===== config.mk =====
export PLATFORM = sky130hd
export DESIGN_NAME = sample_delay
export DESIGN_NICKNAME = d
export VERILOG_FILES = /design/src/rtl/sample_delay.sv
export SDC_FILE = /design/constraint.sdc
export NUM_CORES = 1
export LEC_CHECK = 0
export ABC_AREA = 1
export CORE_MARGIN = 2
export CORE_UTILIZATION = 53
export DETAILED_ROUTE_END_ITERATION = 6
export PLACE_DENSITY = 0.73
export SYNTH_ARGS = -nofsm -noshare
export SYNTH_HDL_FRONTEND = slang
export SYNTH_SLANG_ARGS = --single-unit

===== constraint.sdc =====
create_clock -name clk -period 3.1 [get_ports clk]
set_input_delay 0.62 -clock clk [delete_from_list [all_inputs] [get_ports clk]]
set_output_delay 0.62 -clock clk [all_outputs]
set_load 0.005 [all_outputs]

===== src/rtl/sample_delay.sv =====
`default_nettype none
// ============================================================================
// Module   : sample_delay
// Purpose  : Delays a stream of {metadata, data} samples by DEPTH accepted
//            samples. The delay counts samples, not clock cycles. A circular
//            buffer holds the pairs. The fill count hides the output until
//            DEPTH samples have been stored.
// Revision : 1.0 - initial release
// ----------------------------------------------------------------------------
// Parameters:
//   WDTH   - data width in bits
//   MWDTH  - metadata width in bits
//   DEPTH  - delay in samples (1..64)
// Ports:
//   clk       in   clock, rising edge
//   rst_n     in   asynchronous active-low reset
//   in_data   in   input sample
//   in_nd     in   in_data/in_m valid this cycle
//   in_m      in   metadata travelling with the sample
//   flush     in   discard all held samples
//   out_data  out  delayed sample (registered, held while out_nd=0)
//   out_nd    out  one-cycle valid for out_data/out_m
//   out_m     out  delayed metadata (registered, held while out_nd=0)
//   primed    out  buffer holds DEPTH samples
//   error     out  sticky flag: flush and in_nd seen in the same cycle
//   out_count out  16-bit wrapping count of out_nd pulses
//                  (present only when SAMPLE_DELAY_COUNT_EN is defined)
// Optional feature macro: SAMPLE_DELAY_COUNT_EN
// ============================================================================
module sample_delay #(
  parameter int WDTH  = 32,
  parameter int MWDTH = 1,
  parameter int DEPTH = 4
) (
  input  logic             clk,
  input  logic             rst_n,
  input  logic [WDTH-1:0]  in_data,
  input  logic             in_nd,
  input  logic [MWDTH-1:0] in_m,
  input  logic             flush,
  output logic [WDTH-1:0]  out_data,
  output logic             out_nd,
  output logic [MWDTH-1:0] out_m,
  output logic             primed,
  output logic             error
`ifdef SAMPLE_DELAY_COUNT_EN
  ,
  output logic [15:0]      out_count
`endif
);

  localparam int PW = (DEPTH > 1) ? $clog2(DEPTH) : 1;
  localparam int FW = $clog2(DEPTH + 1);
  localparam int EW = MWDTH + WDTH;

  localparam logic [PW-1:0] C_LAST_PTR = PW'(DEPTH - 1);
  localparam logic [FW-1:0] C_FULL     = FW'(DEPTH);

  // Storage is deliberately not reset. Entries are only observed once fill
  // says they were written since the last reset or flush.
  logic [EW-1:0]    mem_q [DEPTH];

  logic [PW-1:0]    wptr_q, wptr_d;
  logic [FW-1:0]    fill_q, fill_d;
  logic [WDTH-1:0]  out_data_q, out_data_d;
  logic [MWDTH-1:0] out_m_q, out_m_d;
  logic             out_nd_q, out_nd_d;
  logic             primed_q, primed_d;
  logic             error_q, error_d;

  logic             accept;
  logic [EW-1:0]    rd_entry;

  assign accept   = in_nd & ~flush;
  assign rd_entry = mem_q[wptr_q];

  always_comb begin
    wptr_d     = wptr_q;
    fill_d     = fill_q;
    out_data_d = out_data_q;
    out_m_d    = out_m_q;
    out_nd_d   = 1'b0;
    error_d    = error_q | (flush & in_nd);

    if (flush) begin
      wptr_d = '0;
      fill_d = '0;
    end else if (in_nd) begin
      // The slot about to be overwritten holds the sample accepted exactly
      // DEPTH samples ago. It is valid only once the buffer is full.
      if (fill_q == C_FULL) begin
        out_data_d = rd_entry[WDTH-1:0];
        out_m_d    = rd_entry[EW-1:WDTH];
        out_nd_d   = 1'b1;
      end else begin
        fill_d = fill_q + FW'(1);
      end
      wptr_d = (wptr_q == C_LAST_PTR) ? '0 : wptr_q + PW'(1);
    end

    primed_d = (fill_d == C_FULL);
  end

  always_ff @(posedge clk or negedge rst_n) begin
    if (!rst_n) begin
      wptr_q     <= '0;
      fill_q     <= '0;
      out_data_q <= '0;
      out_m_q    <= '0;
      out_nd_q   <= 1'b0;
      primed_q   <= 1'b0;
      error_q    <= 1'b0;
    end else begin
      wptr_q     <= wptr_d;
      fill_q     <= fill_d;
      out_data_q <= out_data_d;
      out_m_q    <= out_m_d;
      out_nd_q   <= out_nd_d;
      primed_q   <= primed_d;
      error_q    <= error_d;
    end
  end

  always_ff @(posedge clk) begin
    if (accept) begin
      mem_q[wptr_q] <= {in_m, in_data};
    end
  end

  assign out_data = out_data_q;
  assign out_m    = out_m_q;
  assign out_nd   = out_nd_q;
  assign primed   = primed_q;
  assign error    = error_q;

`ifdef SAMPLE_DELAY_COUNT_EN
  logic [15:0] count_q;

  // The counter steps on the same edge that raises out_nd. Flush does not
  // clear it.
  always_ff @(posedge clk or negedge rst_n) begin
    if (!rst_n) begin
      count_q <= '0;
    end else if (out_nd_d) begin
      count_q <= count_q + 16'd1;
    end
  end

  assign out_count = count_q;
`else
`endif

endmodule
`default_nettype wire


==> results.json, run 1 <==
{
  "run_status": "finished, final reports clean",
  "mostFrequentLayoutCells": "275 x nand2_1, 142 x inv_1, 132 x edfxtp_1",
  "cts-resized-gates": 0,
  "htree_levels": 4,
  "dp.final_hpwl_mm": 8.61,
  "drive_gt1_share_pct": 7.24,
  "cp_max_fo": 17,
  "final_area_sq_um": 8780,
  "hp-class": "input pin to async pin",
  "syn_area_per_cell_sq_um": 10.2,
  "crit_path_start": "wptr_q[1]",
  "wire_per_inst_microns": 14.7,
  "hold_buffers": 0,
  "io_pins": 73,
  "drt-vias-per-instance": 4.84,
  "syn_to_final_growth_pct": 21.6,
  "crit_path_start_kind": "flop",
  "fp.dieH_microns": 121,
  "start_util_pct": 54.3,
  "fmax_mhz": 490,
  "drv_cap": 0,
  "clock-sinks": 173,
  "clock_latency_ns": 0.44,
  "timing.rr.start": "wptr_q[1]",
  "skew_ns": 0.0103,
  "cts_setup_buffers": 0,
  "drc": 0,
  "antenna_found_initial": 0,
  "synthDistinctLibCells": 17,
  "cts_buffers": 17,
  "max_slew.worst_pin.slew_ns": 0.680,
  "synth.net_count": 754,
  "setup_viol": 0,
  "p_leak_nw": 4.08,
  "cpMaxStageDelayCell": "dfrtp_1",
  "path_cells": "inv_2 -> ha_1 -> inv_1 -> nor2_4 -> buf_4",
  "antenna_left": 0,
  "row_count": 42,
  "hold_violations": 0,
  "critPathRequiredTime_ns": 3.21,
  "rsz0062_at_grt": "false",
  "overflow": 0,
  "grt_max_degree": 65,
  "powerDensity_nw_per_um2": 625,
  "criticalPathCategory": "flop to flop",
  "crit_arrival_ns": 2.15,
  "reg2reg_slack_ns": 1.06,
  "finalCritPeriodShare_pct": 65.8,
  "grtUsageMet3_pct": 4.39,
  "ys_seq_elements": 173,
  "period_minus_slack_ns": 2.04,
  "critPathMaxStageDelay_ns": 0.60,
  "nets": 831,
  "num_antenna_cells": 0,
  "yosysSeqAreaShare_pct": 69.1,
  "reg2reg_to": "mem_q[0][29]",
  "yosysWarnings": 0,
  "grt_use_met1_pct": 25.2,
  "end_kind": "flop",
  "r2r_cells": 5,
  "gp_congestion": 0.754,
  "drtPass1Iterations": 4,
  "vias": 4724,
  "clk_pin_slew_ns": 0.07,
  "grt_usage_pct": 21.4,
  "synth_area_sq_um": 7220,
  "fillers": 987,
  "first_iter_violations": 287,
  "postPlaceCellArea_sq_um": 8150,
  "critPathCapture": "mem_q[0][29]",
  "portBuffers": 72,
  "vdd_drop_max_uv": 502,
  "clock_path_buffers": 2,
  "setup_tns_ns": 0,
  "core_area_sq_um": 13300,
  "root_buffer": "clkbuf_16",
  "cts_tree": "built",
  "postSynthCellCount": 711,
  "use_met2_pct": 37.7,
  "grt_pass1_vias": 4740,
  "die_w_microns": 121,
  "relSlewSlack_pct": 54.6,
  "final_common_cell": "nand2_1",
  "die-area_sq_um": 14600,
  "grt_pass1_wl_mm": 23.1,
  "drv_slew": 0,
  "grt-busiest-layer": "met2",
  "wirelength_mm": 14.4
}
how the worst min path moves through the flow:
stage                        end  slack, ns  cells past startpoint
floorplan                  error       0.32                      0
global placement    out_data[31]       0.46                      2
detailed placement   out_data[2]       0.47                      2
CTS                 out_data[31]       0.22                      1
global route              primed       0.23                      1
finish                    primed       0.19                      1
kinds of logic after synthesis:
kind of cell | share of synthesized area, %
fa+ha+maj | 1.04
compound gates | 0.399
flops | 69.1
simple gates | 19.9
buf+inv | 9.62
per-stage QoR:
step / worst slack (ns) / total power [mW] / hold slack [ns] / instances / util, %
floorplan: 0.260 / 2.99 / 0.324 / 711 / -
global placement: 0.854 / 3.27 / 0.462 / 945 / 61.3
detailed placement: 0.760 / 3.29 / 0.468 / 945 / 61.3
CTS: 1.05 / 5.52 / 0.216 / 977 / 66.1
global route: 0.954 / 5.69 / 0.231 / 977 / 66.1
finish: 1.06 / 5.49 / 0.190 / 977 / 66.1
sequential cells by signal, indices dropped and copies added (netlist names):
name	count
out_m	1
primed	1
out_data	32
mem_q	132
wptr_q	2
out_nd	1
fill_q	3
error	1
area by class of cell:
class                   count  area (sq um)  share of cell area (%)
flip-flops and latches    173          4990                    56.8
inverters                 146           548                    6.24
clock inverters            15           209                    2.38
well taps                 176           220                    2.51
multi-input cells         364          1570                    17.9
clock buffers              17           425                    4.84
repair buffers             86           821                    9.35
Yosys cell counts, drive strengths merged:
cell type,count,area (sq um)
buf,23,128
clkbuf,5,18.8
a21oi,1,5.00
o21bai,1,7.51
nand3,68,340
nor2,9,50.1
dfrtp,41,1030
o21ai,2,10.0
edfxtp,132,3960
inv,146,548
nand2,276,1040
o22ai,1,6.26
ha,6,75.1
layer usage:
layer  up-vias  part of all wire [%]
met4         0                   2.1
met1      2248                    41
met3        18                   3.7
met5         -                     0
met2       112                    53
li1       2346                     -
critical path, delay by kind of cell (launching register included):
kind | cells | cell delay [ns]
buf+inv | 3 | 0.75
flops | 1 | 0.60
simple gates | 1 | 0.11
fa+ha+maj | 1 | 0.22
report_power, final:
| group | switching, mW | internal, mW |
|---|---|---|
| Sequential | 0.0740 | 2.62 |
| Clock | 0.892 | 1.36 |
| Combinational | 0.286 | 0.261 |
Power figures use the tool's default switching activity.
==> inputs of run 2 (changes only) <==
--- a/config.mk
+++ b/config.mk
@@ -7,9 +7,9 @@
 export LEC_CHECK = 0
 export ABC_AREA = 1
 export CORE_MARGIN = 2
-export CORE_UTILIZATION = 53
+export CORE_UTILIZATION = 51
 export DETAILED_ROUTE_END_ITERATION = 6
-export PLACE_DENSITY = 0.73
+export PLACE_DENSITY = 0.74
 export SYNTH_ARGS = -nofsm -noshare
 export SYNTH_HDL_FRONTEND = slang
 export SYNTH_SLANG_ARGS = --single-unit
==> constraint.sdc (replaced) <==
create_clock -name clk -period 1.82 [get_ports clk]
set_input_delay 0.364 -clock clk [delete_from_list [all_inputs] [get_ports clk]]
set_output_delay 0.364 -clock clk [all_outputs]
set_load 0.005 [all_outputs]
==> run 2 against run 1 <==
Via count increased by 3.4%. Critical path type is now flop to output port. Clock skew decreased by 0.0029 ns. Register-to-register slack got worse by 0.83 ns. Critical endpoint is now out_data[16]. First-iteration DRC count increased by 40%. Highest routed layer unchanged.
==> results.json, run 2 (synthesized netlist as in run 1, its figures left out) <==
{
  "run_status": "finished, final reports clean",
  "clock_path_buffers": 2,
  "grt_usage_pct": 21.3,
  "final_area_sq_um": 8920,
  "clock-sinks": 173,
  "finalCritPeriodShare_pct": 93.5,
  "wirelength_mm": 15.1,
  "power.switching_mw": 2.13,
  "clock_latency_ns": 0.43,
  "overflow": 0,
  "rsz0062_at_grt": "false",
  "wire_per_inst_microns": 15.2,
  "syn_to_final_growth_pct": 23.6,
  "skew_ns": 0.00733,
  "portBuffers": 72,
  "setup_viol": 0,
  "drtPass1Iterations": 5,
  "final_common_cell": "nand2_1",
  "mostFrequentLayoutCells": "275 x nand2_1, 142 x inv_1, 132 x edfxtp_1",
  "p_comb_share_pct": 10.7,
  "cts_tree": "built",
  "criticalPathCategory": "flop to output port",
  "fillers": 1047,
  "fmax_mhz": 588,
  "hold_violations": 0,
  "drv_cap": 0,
  "cpMaxStageDelayCell": "clkdlybuf4s50_1",
  "grt_max_degree": 45,
  "start_util_pct": 52.0,
  "largest_register_ffs": 132,
  "hp-class": "input pin to async pin",
  "netSwitchingFraction_pct": 22.7,
  "cts_buffers": 17,
  "io_pins": 73,
  "cp_top_family": "buffers and inverters",
  "crit_path_start_kind": "flop",
  "power.share.sequential_pct": 48.7,
  "worstPathBufferInverterCount": 1,
  "cp_max_fo": 2,
  "critPathMaxStageDelay_ns": 0.52,
  "final_util_pct": 64.3,
  "p_leak_nw": 4.14,
  "grt_pass1_vias": 4915,
  "drc": 0,
  "antenna_found_initial": 0,
  "end_kind": "output port",
  "die-area_sq_um": 15100,
  "largest-register": "mem_q",
  "drt-vias-per-instance": 4.93,
  "num_antenna_cells": 0,
  "relSlewSlack_pct": 62.5,
  "row_count": 43,
  "root_buffer": "clkbuf_16",
  "intPower_mw": 7.24,
  "critPathRequiredTime_ns": 1.46,
  "postPlaceCellArea_sq_um": 8290,
  "core_area_sq_um": 13900,
  "gp_congestion": 0.737,
  "max_slew.worst_pin.slew_ns": 0.563,
  "drive_gt1_share_pct": 7.78,
  "die_w_microns": 123,
  "p_clk_share_pct": 40.6,
  "period_minus_slack_ns": 1.70,
  "crit_arrival_ns": 1.34,
  "powerDensity_nw_per_um2": 1050,
  "nets": 840,
  "clk_pin_slew_ns": 0.07,
  "vdd_drop_max_uv": 815,
  "antenna_left": 0,
  "first_iter_violations": 402,
  "fp.dieH_microns": 123,
  "grt_pass1_wl_mm": 23.8,
  "vias": 4883,
  "htree_levels": 4,
  "drv_slew": 0,
  "dp.final_hpwl_mm": 9.24,
  "path_cells": "clkdlybuf4s50_1"
}
## run 2: cell count changes in the layout (fill, tap and decap cells not counted), sizes merged
cell	delta
buf	+8
inv	-2
clkinvlp	-1
dlygate4sd3	+1
clkinv	+1
clkbuf	+2
## run 2: power groups by stage
stage / Combinational, mW / Sequential, mW / Clock (mW)
6_report: 0.999 / 4.56 / 3.81
5_1_grt: 1.11 / 4.58 / 4.02
4_1_cts: 1.01 / 4.56 / 3.85
3_5_place_dp: 0.999 / 4.64 / 0
3_3_place_gp: 0.962 / 4.64 / 0
2_1_floorplan: 0.465 / 4.63 / 0
## run 2: layout make-up
type / count / area [sq um] / share of cell area, %
repair buffers: 95 / 966 / 10.8
well taps: 180 / 225 / 2.52
flip-flops and latches: 173 / 4990 / 55.9
clock inverters: 13 / 189 / 2.12
inverters: 146 / 553 / 6.20
clock buffers: 19 / 433 / 4.85
multi-input cells: 364 / 1570 / 17.6
## run 2: what timing repair did
action | 4_1_cts | 5_1_grt
endpoints found under the setup margin | 0 | 33
setup buffers | 0 | 0
resized for setup | 0 | 2
hold buffers | 1 | 0
hold endpoints to repair | 20 | 0
## run 2: final timing paths
path                              start            to  slack (ns)  cells past startpoint
max in group asynchronous         rst_n  out_data[13]        0.62                      3
min                               rst_n        primed        0.46                      2
max reg2reg                   wptr_q[1]   mem_q[0][9]        0.23                      5
min reg2reg                out_data[31]  out_data[31]        0.48                      2
min in group clk           out_data[31]  out_data[31]        0.48                      2
max                        out_data[16]  out_data[16]        0.12                      1
## run 2: per-layer routing
layer	part of all wire, %	global-route usage (%)	vias up
li1	-	-	2362
met1	40	25.2	2365
met2	53	38.1	135
met3	4.7	4.66	21
met4	1.5	7.53	0
met5	0	0	-
## run 2: through the flow
step / power (mW) / instances / setup slack, ns / setup TNS (ns) / hold slack, ns
3_5_place_dp: 5.64 / 957 / -0.119 / -2.60 / 0.381
4_1_cts: 9.42 / 990 / 0.0213 / 0 / 0.462
2_1_floorplan: 5.10 / 711 / 0.00103 / 0 / 0.0684
3_3_place_gp: 5.60 / 957 / -0.0384 / -0.760 / 0.373
6_report: 9.37 / 990 / 0.119 / 0 / 0.461
5_1_grt: 9.71 / 990 / 0.0663 / 0 / 0.494
